--- src/rtl/ym3438_write_arbiter.sv ---
// Round-robin write sequencer for the YM3438 host bus: address phase, data phase,
// then a fixed busy window before the next grant. All pin outputs are registered.
module ym3438_write_arbiter #(
   parameter int WR_LEN   = 4,
   parameter int HOLD_LEN = 2,
   parameter int BUSY_LEN = 192
) (
   input  logic       MCLK,
   input  logic       reset,
   input  logic       req0,
   input  logic       req1,
   input  logic       bank0,
   input  logic       bank1,
   input  logic [7:0] addr0,
   input  logic [7:0] addr1,
   input  logic [7:0] data0,
   input  logic [7:0] data1,
   output logic       ack0,
   output logic       ack1,
   output logic       bus_cs_n,
   output logic       bus_wr_n,
   output logic [1:0] bus_address,
   output logic [7:0] bus_data,
   output logic       active,
   output logic       last_grant
);

   localparam logic [15:0] WR_LOAD   = 16'(WR_LEN - 1);
   localparam logic [15:0] HOLD_LOAD = 16'(HOLD_LEN - 1);
   localparam logic [15:0] BUSY_LOAD = 16'(BUSY_LEN - 1);

   typedef enum logic [2:0] {IDLE, A_STB, A_HOLD, D_STB, D_HOLD, WAIT} state_t;

   state_t      state_q, state_d;
   logic [15:0] cnt_q, cnt_d;
   logic        bank_q;
   logic [7:0]  addr_q, data_q;
   logic        grant_valid, grant_idx;
   logic        nxt_bank;
   logic [7:0]  nxt_addr, nxt_data;
   logic        cs_d, wr_d;
   logic [1:0]  address_d;
   logic [7:0]  bus_data_d;

   always_comb begin
      state_d     = state_q;
      cnt_d       = cnt_q;
      grant_valid = 1'b0;
      grant_idx   = last_grant;
      case (state_q)
         IDLE: begin
            if (req0 && req1) begin
               grant_valid = 1'b1;
               grant_idx   = ~last_grant;
            end else if (req0 || req1) begin
               grant_valid = 1'b1;
               grant_idx   = req1;
            end
            if (grant_valid) begin
               state_d = A_STB;
               cnt_d   = WR_LOAD;
            end
         end
         A_STB:  if (cnt_q == 16'd0) begin state_d = A_HOLD; cnt_d = HOLD_LOAD; end
                 else cnt_d = cnt_q - 16'd1;
         A_HOLD: if (cnt_q == 16'd0) begin state_d = D_STB;  cnt_d = WR_LOAD;   end
                 else cnt_d = cnt_q - 16'd1;
         D_STB:  if (cnt_q == 16'd0) begin state_d = D_HOLD; cnt_d = HOLD_LOAD; end
                 else cnt_d = cnt_q - 16'd1;
         D_HOLD: if (cnt_q == 16'd0) begin state_d = WAIT;   cnt_d = BUSY_LOAD; end
                 else cnt_d = cnt_q - 16'd1;
         WAIT:   if (cnt_q == 16'd0) begin state_d = IDLE;   cnt_d = 16'd0;     end
                 else cnt_d = cnt_q - 16'd1;
         default: begin
            state_d = IDLE;
            cnt_d   = 16'd0;
         end
      endcase
   end

   // The bus registers are loaded from the next state, so on a grant they must
   // see the incoming fields rather than the not-yet-updated capture registers.
   always_comb begin
      nxt_bank   = grant_valid ? (grant_idx ? bank1 : bank0) : bank_q;
      nxt_addr   = grant_valid ? (grant_idx ? addr1 : addr0) : addr_q;
      nxt_data   = grant_valid ? (grant_idx ? data1 : data0) : data_q;
      cs_d       = 1'b1;
      wr_d       = 1'b1;
      address_d  = 2'b00;
      bus_data_d = 8'h00;
      case (state_d)
         A_STB:  begin cs_d = 1'b0; wr_d = 1'b0; address_d = {nxt_bank, 1'b0}; bus_data_d = nxt_addr; end
         A_HOLD: begin address_d = {nxt_bank, 1'b0}; bus_data_d = nxt_addr; end
         D_STB:  begin cs_d = 1'b0; wr_d = 1'b0; address_d = {nxt_bank, 1'b1}; bus_data_d = nxt_data; end
         D_HOLD: begin address_d = {nxt_bank, 1'b1}; bus_data_d = nxt_data; end
         default: begin
            address_d  = 2'b00;
            bus_data_d = 8'h00;
         end
      endcase
   end

   always_ff @(posedge MCLK) begin
      if (reset) begin
         state_q     <= IDLE;
         cnt_q       <= 16'd0;
         bank_q      <= 1'b0;
         addr_q      <= 8'h00;
         data_q      <= 8'h00;
         last_grant  <= 1'b1;
         ack0        <= 1'b0;
         ack1        <= 1'b0;
         bus_cs_n    <= 1'b1;
         bus_wr_n    <= 1'b1;
         bus_address <= 2'b00;
         bus_data    <= 8'h00;
      end else begin
         state_q     <= state_d;
         cnt_q       <= cnt_d;
         bank_q      <= nxt_bank;
         addr_q      <= nxt_addr;
         data_q      <= nxt_data;
         if (grant_valid) last_grant <= grant_idx;
         ack0        <= grant_valid && !grant_idx;
         ack1        <= grant_valid && grant_idx;
         bus_cs_n    <= cs_d;
         bus_wr_n    <= wr_d;
         bus_address <= address_d;
         bus_data    <= bus_data_d;
      end
   end

   assign active = (state_q != IDLE);

endmodule

--- config.mk ---
export PLATFORM = sky130hd
export DESIGN_NAME = ym3438_write_arbiter
export DESIGN_NICKNAME = d
export VERILOG_FILES = /design/src/rtl/ym3438_write_arbiter.sv
export SDC_FILE = /design/constraint.sdc
export NUM_CORES = 1
export LEC_CHECK = 0
export CAP_MARGIN = 5
export CORE_UTILIZATION = 35
export DETAILED_ROUTE_END_ITERATION = 7
export PLACE_DENSITY_LB_ADDON = 0.2
export SETUP_SLACK_MARGIN = 0.15
export SYNTH_ARGS = -nofsm -noshare
export SYNTH_HDL_FRONTEND = slang
export SYNTH_SLANG_ARGS = --single-unit
--- constraint.sdc ---
create_clock -name MCLK -period 2.4 [get_ports MCLK]
set_clock_uncertainty 0.1 [all_clocks]
set_input_delay 0.48 -clock MCLK [delete_from_list [all_inputs] [get_ports MCLK]]
set_output_delay 0.48 -clock MCLK [all_outputs]
set_load 0.005 [all_outputs]
==> flow_summary.toml, run 1 <==
[sta]
max_slew.worst_pin.slew_ps = 738.3
rsz0062_at_grt = "yes"
setup-violations-final = 0
hold_violations = 0
layout_min_cycle_time_ps = 2331
hold_slack_ps = 387.7
fin_ws_ps = 69.19
finalMaxSlewViolations = 0
maxSlewHeadroom_pct = 50.78
max_freq_ghz = 0.4290
period_share_pct = 97.12

[synthesis]
syn-num-nets = 268
syn_area_um2 = 2148
async_flop_share_pct = 0
synth-edff-count = 0
synthCells = 229
yosysSeqAreaShare_pct = 46.59
yosys.area.top_type_share_pct = 46.59
ys_types = 44
synthFlopType = "dfxtp_1"
synth.largest_area_cell = "dfxtp_1"
synth-seq-cells = 50
syn_area_per_cell_um2 = 9.381
ys_warn_count = 0
synth_area_leaders = "dfxtp_1 (47%), a222oi_1 (6.5%), nor2_1 (5.9%)"

[clocking]
cts_hold_buffers = 0
cts_max_path_buffers = 2
clock_latency_ps = 300
path_clk_slew_ps = 90
cts_tree = "yes"
clock-root-buffer = "clkbuf_8"
h-tree-depth = 2
clock-sinks = 50
numCtsBuffers = 5

[flow_run]
max-cap-violations = 0

[critical_path]
cp_max_fo = 9
start_kind = "register"
worstSetupPathType = "register to register"
end_kind = "register"
crit_required_ps = 2480
arrival_ps = 2420

[global_routing]
overflow = 0
grt_usage_pct = 16.60
grt_pass1_wl_mm = 8.273
grt_max_degree = 20
grt_pass1_vias = 1767
antenna_found_initial = 0

[power]
power.leakage_nw = 1.167
peakVddDrop_mv = 0.9301
power_per_cell_area_nw_per_um2 = 1500

[die]
die_w_um = 80.35
start_util_pct = 36.28
die_area_um2 = 6455
coreArea_um2 = 5921
die_h_um = 80.35
rows = 28
ios = 54

[final_layout]
diodes = 0
nNetsFinal = 341
area_growth_pct = 42.22
final_common_cell = "clkdlybuf4s50_1"
final_cell_mix = "clkdlybuf4s50_1 (53), dfxtp_1 (49), nor2_1 (33)"
drive_above_1_share_pct = 17.22
layoutNonFillerInstCount = 377

[placed_design]
dp.cells = 365
hpwlAfterDp_mm = 3.690
pre_cts_ws_ps = -94.98
portBuffers = 53
gp_congestion = 0.7842

[min_path]
hold_path_class = "register to register"

[status]
status = "completed"

[route]
drtIter0Drc = 102
viasPerCell = 5.090
vias = 1919
wl_mm = 5.226
drc = 0
ant_nets = 0
first_pass_iters = 5
wl_per_cell_um = 13.86
## critical path: stages, from the launching register on
cell      delay [ps]
dfxtp_2          330
or4_4            530
or4_4            450
nor3_4           180
buf_6            170
nand2_1           60
a2111o_1         400
## logic make-up (layout without fill, tap and decap cells)
group / after synthesis / in the layout / synth area share, %
flops: 50 / 50 / 46.59
compound gates: 49 / 49 / 19.34
mux: 2 / 2 / 1.514
buf+inv: 19 / 92 / 4.077
fa+ha+maj: 1 / 1 / 0.5823
xor+xnor: 12 / 12 / 4.892
simple gates: 96 / 96 / 23.01
## synth_stat cells (3+ instances only)
master and number:
buf_2 4, nand3b_1 4, inv_1 4, nand3_1 3, a22o_1 8, dfxtp_1 50, xor2_1 5, nand2_1 21
nor2_1 34, nor3_1 7, nor4_1 4, a21oi_1 6, a22oi_1 4, clkbuf_1 9, xnor2_1 7, a222oi_1 14
o21ai_0 4, nor2b_1 5, nand2b_1 6
## sequential cells by signal (all words and copies together) (netlist names), 2 cells and up
name         flops
addr_q           8
bus_address      2
bus_data         8
cnt_q           16
data_q           8
state_q          3
## routing by layer
| metal | up-vias | global-route usage [%] | wire length, µm |
|---|---|---|---|
| met4 | 0 | 4.821 | 51 |
| met3 | 5 | 3.523 | 189 |
| met2 | 36 | 26.27 | 2446 |
| met5 | - | 0 | 0 |
| met1 | 900 | 22.53 | 2538 |
| li1 | 978 | - | - |
## where the power goes
part,switching (W),total (W),internal (W)
clock network,0.000276,0.000475,0.000199
registers,0.000176,0.00131,0.00113
logic,0.00134,0.00280,0.00145
total,0.00180,0.00458,0.00279
## stage by stage
stage | utilization, % | power [W] | area (µm²) | TNS [ps]
floorplan | - | 0.002971 | 2150 | 0
global placement | 48.96 | 0.003880 | 2899 | 0
detailed placement | 48.96 | 0.003895 | 2899 | -174.8
CTS | 51.35 | 0.004569 | 3040 | 0
global route | 51.61 | 0.004936 | 3055 | 0
finish | 51.61 | 0.004582 | 3055 | 0
## path summary, 6_finish.rpt
check        startpoint        end  slack, ps  cells after the start
max reg2reg    cnt_q[8]   bus_wr_n         70                      6
max            cnt_q[8]   bus_wr_n         70                      6
min reg2reg   addr_q[6]  addr_q[6]        390                      2
min           addr_q[6]  addr_q[6]        390                      2
## final cells by class
class                      count  area, µm²
clock buffer                   5      68.82
clock inverter                 2      15.01
fill                         568       2865
inverter                       4      15.01
multi-input combinational    160       1091
sequential                    50       1002
tap                           75      93.84
timing repair buffer          81      769.5
## timing repair
action / CTS / global route
pin swaps: 1 / 2
endpoints found under the setup margin: 27 / 29
buffers inserted: 4 / 1
gates cloned: 0 / 0
gates resized for setup: 6 / 1
(Power assumes the default switching activity.)
==> run 2: changes to the inputs <==
- HOLD_SLACK_MARGIN: default -> 0.03
- clock period: 2.4 -> 2.9 ns (I/O delays scaled with it)
==> run 2 against run 1 <==
Fmax is 7.6% lower; setup slack better by 310 ps; sequential power is 16% lower; register-to-register slack better by 310 ps; largest power group unchanged.
==> flow_summary.toml, run 2 (synthesis results as in run 1) <==
[critical_path]
reg2reg_to = "cnt_q[10]"
endpoint = "cnt_q[10]"
critical_path_buf_inv_count = 1
worstSetupPathType = "register to register"
rr_worst_depth = 7
critPathSlowestCell = "or4_4"
ff2ff_setup_slack_ps = 380
r2r-start = "cnt_q[8]"
worstSetupPathDepth = 7
cp_max_fo = 10
cp_cell_sequence = "or4_4 > or4_4 > nor3_4 > buf_4 > o21ai_0 > nand2b_1 > nor2_1"
cp_top_family = "simple AND/OR/NAND/NOR gates"
crit_required_ps = 2990
startpoint = "cnt_q[8]"
start_kind = "register"
end_kind = "register"
cpPeakStageDelay_ps = 570
arrival_ps = 2610
crit_top_cell = "or4_4"

[final_layout]
drive_above_1_share_pct = 9.859
seqCellArea_um2 = 1001
nNetsFinal = 322
area_growth_pct = 34.25
fin_area_um2 = 2884
multiInputGateArea_um2 = 1060
final_cell_mix = "clkdlybuf4s50_1 (53), dfxtp_1 (50), nor2_1 (34)"
diodes = 0
fin_util_pct = 48.71
nFillCells = 573
top_register = "cnt_q"
largest_reg_flops = 16
final_common_cell = "clkdlybuf4s50_1"

[global_routing]
grt_max_degree = 18
overflow = 0
grt_usage_pct = 16.46
grt_pass1_wl_mm = 8.204
antenna_found_initial = 0
grt_pass1_vias = 1741

[clocking]
clock-root-buffer = "clkbuf_8"
post_cts_buffers = 0
h-tree-depth = 2
cts_hold_buffers = 0
clock-sinks = 50
clock_latency_ps = 310
cts_resized = 0
numCtsBuffers = 5
cts_tree = "yes"
path_clk_slew_ps = 90
cts_max_path_buffers = 2

[power]
peakVddDrop_mv = 0.4064
clockPowerShare_pct = 14.6
power.leakage_nw = 1.079
total_power_w = 0.003499
power.share.sequential_pct = 31.6
comb_power_share_pct = 53.8
swShare_pct = 40.37
p_switching_w = 0.001412
internal_power_w = 0.002086
power_per_cell_area_nw_per_um2 = 1213

[route]
wl_per_cell_um = 14.22
vias = 1910
viasPerCell = 5.320
drtIter0Drc = 196
drc = 0
wl_mm = 5.104
ant_nets = 0
first_pass_iters = 8

[die]
die_area_um2 = 6455
coreArea_um2 = 5921
die_w_um = 80.35
start_util_pct = 36.28
rows = 28
ios = 54
die_h_um = 80.35

[sta]
rsz0062_at_grt = "no"
finalMaxSlewViolations = 0
fin_setup_tns_ps = 0
setup-violations-final = 0
maxSlewHeadroom_pct = 49.20
layout_min_cycle_time_ps = 2523
hold_violations = 0
max_slew.worst_pin.slew_ps = 759.6
max_freq_ghz = 0.3963
period_share_pct = 87.00
hold_slack_ps = 389.4

[placed_design]
gp_congestion = 0.7815
portBuffers = 53
placed_area_um2 = 2768
hpwlAfterDp_mm = 3.583

[min_path]
hold_path_class = "register to register"

[status]
status = "completed"

[flow_run]
max-cap-violations = 0
## run 2: changes by cell type in the layout (fill, tap and decap cells not counted), sizes merged
cell      previous run  this run
buf                 28         9
clkinvlp             2         0
bufinv               0         1
clkinv               0         1
inv                  4         5
## run 2: power groups by stage
stage / sequential, W / clock (W) / combinational, W
finish: 0.00110 / 0.000512 / 0.00188
global route: 0.00114 / 0.000562 / 0.00208
CTS: 0.00110 / 0.000528 / 0.00189
detailed placement: 0.00112 / 0 / 0.00187
global placement: 0.00111 / 0 / 0.00186
floorplan: 0.00108 / 0 / 0.00137
## run 2: worst min-delay path by stage
stage	startpoint	to	slack (ps)	depth (start not counted)
finish	data_q[7]	data_q[7]	390	2
global route	data_q[7]	data_q[7]	420	2
CTS	data_q[7]	data_q[7]	390	2
detailed placement	data_q[7]	data_q[7]	360	2
global placement	data_q[7]	data_q[7]	360	2
floorplan	addr_q[6]	addr_q[6]	340	2
## run 2: cell type report
type | instances | area share (%)
multi-input cells | 160 | 36.75
flip-flops and latches | 50 | 34.71
repair buffers | 62 | 20.74
well taps | 75 | 3.254
clock buffers | 5 | 2.386
clock inverters | 3 | 1.649
inverters | 4 | 0.5206
## run 2: worst register-to-register path, cell delays in order, from the launching register on
cell and delay (ps):
dfxtp_1 360, or4_4 570, or4_4 480, nor3_4 190, buf_4 220, o21ai_0 110
nand2b_1 300, nor2_1 90
## run 2: per-stage QoR
| stage | instances | setup slack (ps) |
|---|---|---|
| global placement | 351 | 387.9 |
| CTS | 359 | 368.8 |
| detailed placement | 351 | 376.0 |
| floorplan | 229 | 585.7 |
| global route | 359 | 212.3 |
| finish | 359 | 376.9 |
## run 2: routing by layer
layer  global-route usage, %  vias up  wire (µm)
li1                        -      943          -
met1                   22.51      902       2455
met2                   25.51       59       2332
met3                   4.205        6        258
met4                   4.286        0         57
met5                       0        -          0
==> run 3: changes to the inputs <==
- CTS_CLUSTER_SIZE: default -> 12
- REMOVE_ABC_BUFFERS: default -> 1
==> run 3 against run 2 <==
Highest routed layer unchanged; wire length fell by 0.84%; sequential power barely moved; design area fell by 0.22%; fmax grew 1.1%; critical path depth unchanged; count of clock-buffer cells in the layout rose by 1; die area unchanged; cell count shrank 0.84%; critical endpoint is now cnt_q[3]; utilization shrank 0.11 points.
==> flow_summary.toml, run 3 (synthesis results as in run 1) <==
[status]
status = "completed"

[critical_path]
critPathSlowestCell = "or4_4"
arrival_ps = 2620
cp_top_family = "simple AND/OR/NAND/NOR gates"
worstSetupPathType = "register to register"
critical_path_buf_inv_count = 1
cp_max_fo = 8
end_kind = "register"
cpPeakStageDelay_ps = 560
crit_required_ps = 3020
start_kind = "register"
cp_cell_sequence = "or4_4 > or4_4 > nor3_4 > buf_4 > o21ai_2 > o31a_1 > o221ai_2"
ff2ff_setup_slack_ps = 400
crit_top_cell = "or4_4"

[route]
wl_met1_mm = 2.331
drtIter0Drc = 164
first_pass_iters = 5
wl_mm = 5.061
viasPerCell = 5.228
maxUsedRoutingLayer = "met4"
met3_length_um = 212
wl_per_cell_um = 14.22
wl_met2_mm = 2.474
vias = 1861
drc = 0
ant_nets = 0

[sta]
hold_violations = 0
period_share_pct = 86.07
layout_min_cycle_time_ps = 2496
max_freq_ghz = 0.4006
maxSlewHeadroom_pct = 48.26
fin_ws_ps = 403.9
finalMaxSlewViolations = 0
max_slew.worst_pin.slew_ps = 776.2
setup-violations-final = 0
rsz0062_at_grt = "no"
fin_setup_tns_ps = 0

[clocking]
cts_resized = 0
numCtsBuffers = 5
clock-sinks = 50
cts_max_path_buffers = 2
cts_tree = "yes"
post_cts_buffers = 0
path_clk_slew_ps = 90
cts_hold_buffers = 0
clock-root-buffer = "clkbuf_8"
clock_latency_ps = 290
h-tree-depth = 2

[placed_design]
pre_cts_ws_ps = 311.8
portBuffers = 53
placed_area_um2 = 2765
gp_congestion = 0.8576
hpwlAfterDp_mm = 3.721

[final_layout]
final_common_cell = "clkdlybuf4s50_1"
fin_util_pct = 48.61
drive_above_1_share_pct = 8.897
area_growth_pct = 33.95
nNetsFinal = 320
top_register = "cnt_q"
diodes = 0
fin_area_um2 = 2878
final_cell_mix = "clkdlybuf4s50_1 (53), dfxtp_1 (50), nor2_1 (34)"
largest_reg_flops = 16

[power]
power.leakage_nw = 1.072
peakVddDrop_mv = 0.5044
total_power_w = 0.003451
power_per_cell_area_nw_per_um2 = 1199

[global_routing]
grt_max_degree = 16
overflow = 0
grt_usage_pct = 16.49
grt_pass1_wl_mm = 8.107
grt_pass1_vias = 1706
antenna_found_initial = 0

[die]
die_area_um2 = 6455
die_w_um = 80.35
coreArea_um2 = 5921
start_util_pct = 36.28
ios = 54
die_h_um = 80.35
rows = 28

[flow_run]
max-cap-violations = 0

[min_path]
hold_path_class = "register to register"
==> run 3: cell count changes in the layout (fill, tap and decap cells not counted), sizes merged <==
| cell | change |
|---|---|
| buf | -2 |
| clkbuf | +1 |
| clkinv | -1 |
| inv | -1 |
==> run 3: path summary, 6_finish.rpt <==
path              startpoint        end  cells after the start
setup reg to reg    cnt_q[8]   cnt_q[3]                      7
setup / recovery    cnt_q[8]   cnt_q[3]                      7
hold / removal     data_q[7]  data_q[7]                      2
hold reg to reg    data_q[7]  data_q[7]                      2
==> run 3: report_power, final <==
| part | switching, W | internal, W | total [W] |
|---|---|---|---|
| logic | 0.000976 | 0.000883 | 0.00186 |
| registers | 0.000164 | 0.000937 | 0.00110 |
| clock network | 0.000215 | 0.000276 | 0.000491 |
| total | 0.00136 | 0.00210 | 0.00345 |
==> run 3: per-stage QoR <==
stage,hold WS (ps),cells
CTS,384.5,356
floorplan,343.3,214
global placement,360.2,349
detailed placement,362.8,349
finish,380.6,356
global route,423.1,356
==> run 3: worst reg2reg max path, stage by stage, from the launching register on <==
cell and delay, ps:
dfxtp_1 350, or4_4 560, or4_4 480, nor3_4 240, buf_4 210, o21ai_2 60, o31a_1 270, o221ai_2 150
==> run 3: layout make-up <==
cell class | instances | area, µm²
clock buffer | 6 | 82.58
sequential | 50 | 1001
inverter | 4 | 15.01
tap | 75 | 93.84
clock inverter | 1 | 30.03
multi-input combinational | 160 | 1060
timing repair buffer | 60 | 595.6
fill | 557 | 3043
==> run 3: routing by layer <==
| metal | track usage [%] | up-vias |
|---|---|---|
| met1 | 21.50 | 878 |
| li1 | - | 936 |
| met3 | 3.068 | 4 |
| met2 | 27.71 | 43 |
| met5 | 0 | - |
| met4 | 4.286 | 0 |
